===== config.mk =====
export PLATFORM = sky130hd
export DESIGN_NAME = if_id_reg
export DESIGN_NICKNAME = d
export VERILOG_FILES = /design/src/rtl/if_id_reg.sv
export SDC_FILE = /design/constraint.sdc
export NUM_CORES = 1
export LEC_CHECK = 0
export ABC_CLOCK_PERIOD_IN_PS = 1200
export BUFFER_PORTS_ARGS = -buffer_cell sky130_fd_sc_hd__buf_2
export CORE_UTILIZATION = 30
export CTS_CLUSTER_DIAMETER = 200
export DETAILED_ROUTE_END_ITERATION = 6
export GPL_TIMING_DRIVEN = 0
export SLEW_MARGIN = 30
export SYNTH_ARGS = -nofsm -noshare
export SYNTH_HDL_FRONTEND = slang
export SYNTH_SLANG_ARGS = --single-unit

===== constraint.sdc =====
create_clock -name clk_i -period 1.2 [get_ports clk_i]
set_input_delay 0.3 -clock clk_i [delete_from_list [all_inputs] [get_ports clk_i]]
set_output_delay 0.3 -clock clk_i [all_outputs]
set_load 0.05 [all_outputs]

===== src/rtl/if_id_reg.sv =====
// IF/ID pipeline register.
// Holds the fetched PC, PC+4 and instruction word for the decode stage.
// The first PC after reset (-4) is a dummy, so the first non-stalled edge
// after reset always loads a bubble. Flush takes priority over stall.
// Optional performance counters are enabled with the macro IF_ID_PERF_EN.
module if_id_reg #(
    parameter logic [31:0] NOP_INST = 32'h00000013
) (
    input  logic        clk_i,
    input  logic        rst_i,
    input  logic [31:0] pc_i,
    input  logic [31:0] pc4_i,
    input  logic [31:0] inst_i,
    input  logic        stall_i,
    input  logic        flush_i,
    output logic [31:0] id_pc_o,
    output logic [31:0] id_pc4_o,
    output logic [31:0] id_inst_o,
    output logic        id_valid_o,
    output logic        id_misalign_o,
    output logic [31:0] bubble_cnt_o,
    output logic [31:0] stall_cnt_o
);

    typedef enum logic {
        BOOT = 1'b0,
        RUN  = 1'b1
    } state_t;

    state_t      state_q, state_d;
    logic [31:0] pc_q, pc_d;
    logic [31:0] pc4_q, pc4_d;
    logic [31:0] inst_q, inst_d;
    logic        valid_q, valid_d;
    logic        misalign_q, misalign_d;
    logic        load_bubble;
    logic        stall_event;

    // Next-state and next-slot contents: flush, then stall, then boot/capture.
    always_comb begin
        state_d     = state_q;
        pc_d        = pc_q;
        pc4_d       = pc4_q;
        inst_d      = inst_q;
        valid_d     = valid_q;
        misalign_d  = misalign_q;
        load_bubble = 1'b0;
        stall_event = 1'b0;
        if (flush_i) begin
            load_bubble = 1'b1;
        end else if (stall_i) begin
            stall_event = 1'b1;
        end else if (state_q == BOOT) begin
            load_bubble = 1'b1;
            state_d     = RUN;
        end else begin
            pc_d       = pc_i;
            pc4_d      = pc4_i;
            inst_d     = inst_i;
            valid_d    = 1'b1;
            misalign_d = (pc_i[1:0] != 2'b00);
        end
        if (load_bubble) begin
            pc_d       = 32'h0;
            pc4_d      = 32'h0;
            inst_d     = NOP_INST;
            valid_d    = 1'b0;
            misalign_d = 1'b0;
        end
    end

    // Slot and FSM registers with synchronous reset to an empty BOOT slot.
    always_ff @(posedge clk_i) begin
        if (rst_i) begin
            state_q    <= BOOT;
            pc_q       <= 32'h0;
            pc4_q      <= 32'h0;
            inst_q     <= NOP_INST;
            valid_q    <= 1'b0;
            misalign_q <= 1'b0;
        end else begin
            state_q    <= state_d;
            pc_q       <= pc_d;
            pc4_q      <= pc4_d;
            inst_q     <= inst_d;
            valid_q    <= valid_d;
            misalign_q <= misalign_d;
        end
    end

    assign id_pc_o       = pc_q;
    assign id_pc4_o      = pc4_q;
    assign id_inst_o     = inst_q;
    assign id_valid_o    = valid_q;
    assign id_misalign_o = misalign_q;

`ifdef IF_ID_PERF_EN
    logic [31:0] bubble_cnt_q, bubble_cnt_d;
    logic [31:0] stall_cnt_q, stall_cnt_d;

    // Counter increments; both wrap naturally at 2^32.
    always_comb begin
        bubble_cnt_d = bubble_cnt_q;
        stall_cnt_d  = stall_cnt_q;
        if (load_bubble) begin
            bubble_cnt_d = bubble_cnt_q + 32'd1;
        end
        if (stall_event) begin
            stall_cnt_d = stall_cnt_q + 32'd1;
        end
    end

    // Counter registers, cleared by reset.
    always_ff @(posedge clk_i) begin
        if (rst_i) begin
            bubble_cnt_q <= 32'h0;
            stall_cnt_q  <= 32'h0;
        end else begin
            bubble_cnt_q <= bubble_cnt_d;
            stall_cnt_q  <= stall_cnt_d;
        end
    end

    assign bubble_cnt_o = bubble_cnt_q;
    assign stall_cnt_o  = stall_cnt_q;
`else
    assign bubble_cnt_o = 32'h0;
    assign stall_cnt_o  = 32'h0;
`endif

endmodule


**Yosys cells after proc, flatten, opt, wreduce, memory -nomap -nowiden**

Index checks and enable logic that the tools add are counted.

- Logic and storage cells: 15
- Output and inout bits: 162
- Bits in registers: 99

- Bitwise operators: 2
- Reduce and logical (&&, ||, !) cells: 4
- Muxes and demuxes: 3

Operators with widths:

| kind | count |
|---|---|
| 2-to-1 mux 1 bit | 3 |
| AND reduction 3 bit | 1 |
| inverter 1 bit | 2 |
| AND reduction 2 bit | 1 |
| nonzero test 2 bit | 1 |
| OR reduction 2 bit | 1 |

**Longest topological paths before layout**

- Depth after elaboration: 4
- Mapped depth: 6
- Depth with buffers taken out: 3

**Least setup slack after synthesis**

Ideal clock, no wire load.

- Path kind: register to register
- From: register state_q
- To: register pc4_q[26], in the netlist id_pc4_o[26]
- Cell stages (with the launch flop): 7
- Slack: -0.133 ns
- Data arrival time: 1.201 ns
- Required time: 1.068 ns
- Cells stage by stage: dfxtp_1 > or3b_1 > buf_2 > buf_6 > buf_6 > nand2_1 > a21oi_1

- Cells in the longest elaborated chain, start to end: 4
- Elaborated cells on any way between the ends: 5
- Classes of those cells: mux: 3; reduce/logical: 2

RTL lines:

| element | line | source |
|---|---|---|
| start, declared | 30 | `state_t state_q, state_d;` |
| start signal, assigned | 82 | `state_q <= state_d;` |
| 2-to-1 mux 1 bit | 53 | `end else if (state_q == BOOT) begin` |
| 2-to-1 mux 1 bit | 51 | `end else if (stall_i) begin` |
| 2-to-1 mux 1 bit | 49 | `if (flush_i) begin` |
| OR reduction 2 bit (no line) | - |  |
| end signal, assigned | 84 | `pc4_q <= pc4_d;` |
| end, declared | 32 | `logic [31:0] pc4_q, pc4_d;` |

Parallel ways exist; a longest one is shown, timed or not.
A chain may end at the register's enable or synchronous reset.

**Final worst setup path**

- From: register state_q
- To: register pc4_q[4], in the netlist id_pc4_o[4]

The elaborated chain is that of the path after synthesis.

==> flow_metrics.tcl <==
set metrics [dict create \
    fillCellCount 1124 \
    setup_viol 98 \
    place_ws_ns -0.558 \
    synth-main-ff-cell "dfxtp_1" \
    grt_max_degree 16 \
    syn_inst 497 \
    hold_path.class "primary input to flop" \
    synth-async-reset-ratio 0 \
    synth_edf_count 0 \
    fin_crit_ns 1.39 \
    track_usage 0.166 \
    viasPerCell 4.14 \
    synth-simple-area-share 0.202 \
    ys_seq_elements 99 \
    finalNetCount 885 \
    portBuffers 197 \
    syn-cell-area_mm2 0.00390 \
    drive_gt1_frac 0.667 \
    numCtsBuffers 9 \
    clk_latency_ns 0.34 \
    dieArea_mm2 0.0135 \
    rsz0062_at_grt "true" \
    power_density_mw_per_mm2 998 \
    clockBufferDepth 2 \
    syn_avg_cell_area_um2 7.84 \
    grt_pass1_wl_mm 17.3 \
    crit_fanout 8 \
    synth_top_family_by_area "simple AND/OR/NAND/NOR gates" \
    synth-warning-count 0 \
    io_pins 262 \
    synth_top_cell_by_area "dfxtp_1" \
    cts_root_buffer "clkbuf_16" \
    start_util 0.309 \
    fin_ws_ns -0.190 \
    worst_setup_path_start_kind "flop" \
    critical_path_arrival_ns 1.62 \
    cts_tree "built" \
    finalWirelength_mm 11.9 \
    required_ns 1.43 \
    fp-row-count 41 \
    syn2layout_area_growth_pct 93.4 \
    drt-initial-drc-count 135 \
    synthMuxAreaShare 0 \
    synthXorXnorAreaFrac 0 \
    cap_violations 0 \
    p_leak_nw 3.19 \
    synth_fa_ha_area_frac 0 \
    diodes 0 \
    cts.sinks 99 \
    fin_util 0.597 \
    die_y_um 116 \
    fin_area_mm2 0.00754 \
    fin_skew_ns 0.00216 \
    whs_ns 0.116 \
    vdd_drop_max_mv 0.782 \
    path_class "flop to flop" \
    wire_per_inst_um 12.3 \
    synthDistinctLibCells 16 \
    drv_slew 0 \
    holdPathStages 2 \
    finalCritPeriodShare 1.16 \
    reg2reg_depth 6 \
    max_freq_mhz 720 \
    cts.clk_slew.worst_paths_ns 0.07 \
    drc_errors 0 \
    yosysTopAreaCellShare 0.509 \
    antenna_found_initial 0 \
    yosys-top-cells-count "nand2_1 (192), dfxtp_1 (99), a21oi_1 (93), buf_4 (66), clkbuf_1 (17)" \
    synth_most_common_cell "nand2_1" \
    placed_area_mm2 0.00537 \
    gp_congestion 0.760 \
    h-tree-depth 3 \
    violations "setup timing" \
    ant_nets 0 \
    endpoint_kind "flop" \
    drt-pass1-iter-count 4 \
    core-area_mm2 0.0126 \
    first_global_vias 3522 \
    synth_area_leaders "dfxtp_1 (51%), nand2_1 (18%), buf_4 (13%)" \
    chipWidth_um 116 \
    grt_overflow_total 0 \
    via_count 3987 \
    status "finished, violations left" \
    synth_compound_area_frac 0.123 \
    dpl.hpwl_mm 7.75 \
    synth-seq-area-share 0.509 \
    hold_viol 0 \
]
==> cell families (layout without fill, tap and decap cells) <==
group,Yosys count,count (layout)
flip-flops,99,99
AND/OR/NAND/NOR,206,206
other,1,64
buffers and inverters,96,326
AO/OA/AOI/OAI,95,95
==> cells in the final DEF, fill, tap and decap left out, types with 2 or more instances in the layout <==
cell and count:
nand3_2 3, nand2_4 39, clkbuf_16 17, nand2_2 34, buf_12 2, clkbuf_4 3
a21oi_2 45, buf_6 79, clkbuf_8 7, clkbuf_2 7, dfxtp_4 16, dfxtp_1 22
conb_1 64, buf_4 74, clkinv_2 2, nand2_1 119, buf_8 29, buf_2 102
dfxtp_2 61, a21oi_1 48, buf_16 2, nor2_1 7
==> path summary, 6_finish.rpt <==
kind / endpoint / startpoint / slack [ns]
setup / recovery: id_pc4_o[4] / state_q / -0.19
hold reg to reg: id_pc4_o[29] / id_pc4_o[29] / 0.45
setup reg to reg: id_pc4_o[4] / state_q / -0.19
hold / removal: state_q / rst_i / 0.12
==> where the power goes <==
part	switching [W]	internal, W
Combinational	0.000775	0.000433
Sequential	0.0000176	0.00327
Clock	0.00125	0.00178
==> worst max-delay path: stages (launching register included) <==
cell and delay [ns]:
dfxtp_2 0.34, or3b_1 0.36, buf_6 0.15, buf_12 0.15, clkbuf_16 0.16, nand2_1 0.06
a21oi_1 0.06
==> per-stage QoR <==
stage,TNS [ns],power (W),instances
2_1_floorplan,-4.61,0.00418,560
3_3_place_gp,-40.68,0.00441,929
3_5_place_dp,-41.67,0.00441,929
4_1_cts,-15.17,0.00757,958
5_1_grt,-20.14,0.00781,962
6_report,-15.62,0.00752,962
==> area by class of cell <==
class	instances	area [um2]	area share
buffer	96	862	0.114
clock buffer	12	267	0.0354
clock inverter	4	47.5	0.00631
multi-input combinational	365	2090	0.277
sequential	99	2120	0.281
tap	172	215	0.0286
timing repair buffer	214	1940	0.257
==> state kept, by name, summed over array words and instances, names as in the netlist <==
register       cells
id_pc_o           32
id_inst_o         32
state_q            1
id_pc4_o          32
id_misalign_o      1
id_valid_o         1
==> repair_timing <==
action                     CTS  global route
cloned                       8             2
resized for setup          302           231
hold buffers                 0             0
pin swaps                   77            26
setup buffers                5             2
setup endpoints to repair  196           168
==> per-layer routing <==
metal,up-vias,part of all wire,global-route usage,wire (um)
met1,1790,0.40,0.193,4720
met2,153,0.51,0.285,6050
met3,10,0.080,0.0638,953
li1,2034,-,-,-
met5,-,0,0,0
met4,0,0.012,0.0393,137
No activity file was read; power rests on OpenSTA's default activity.
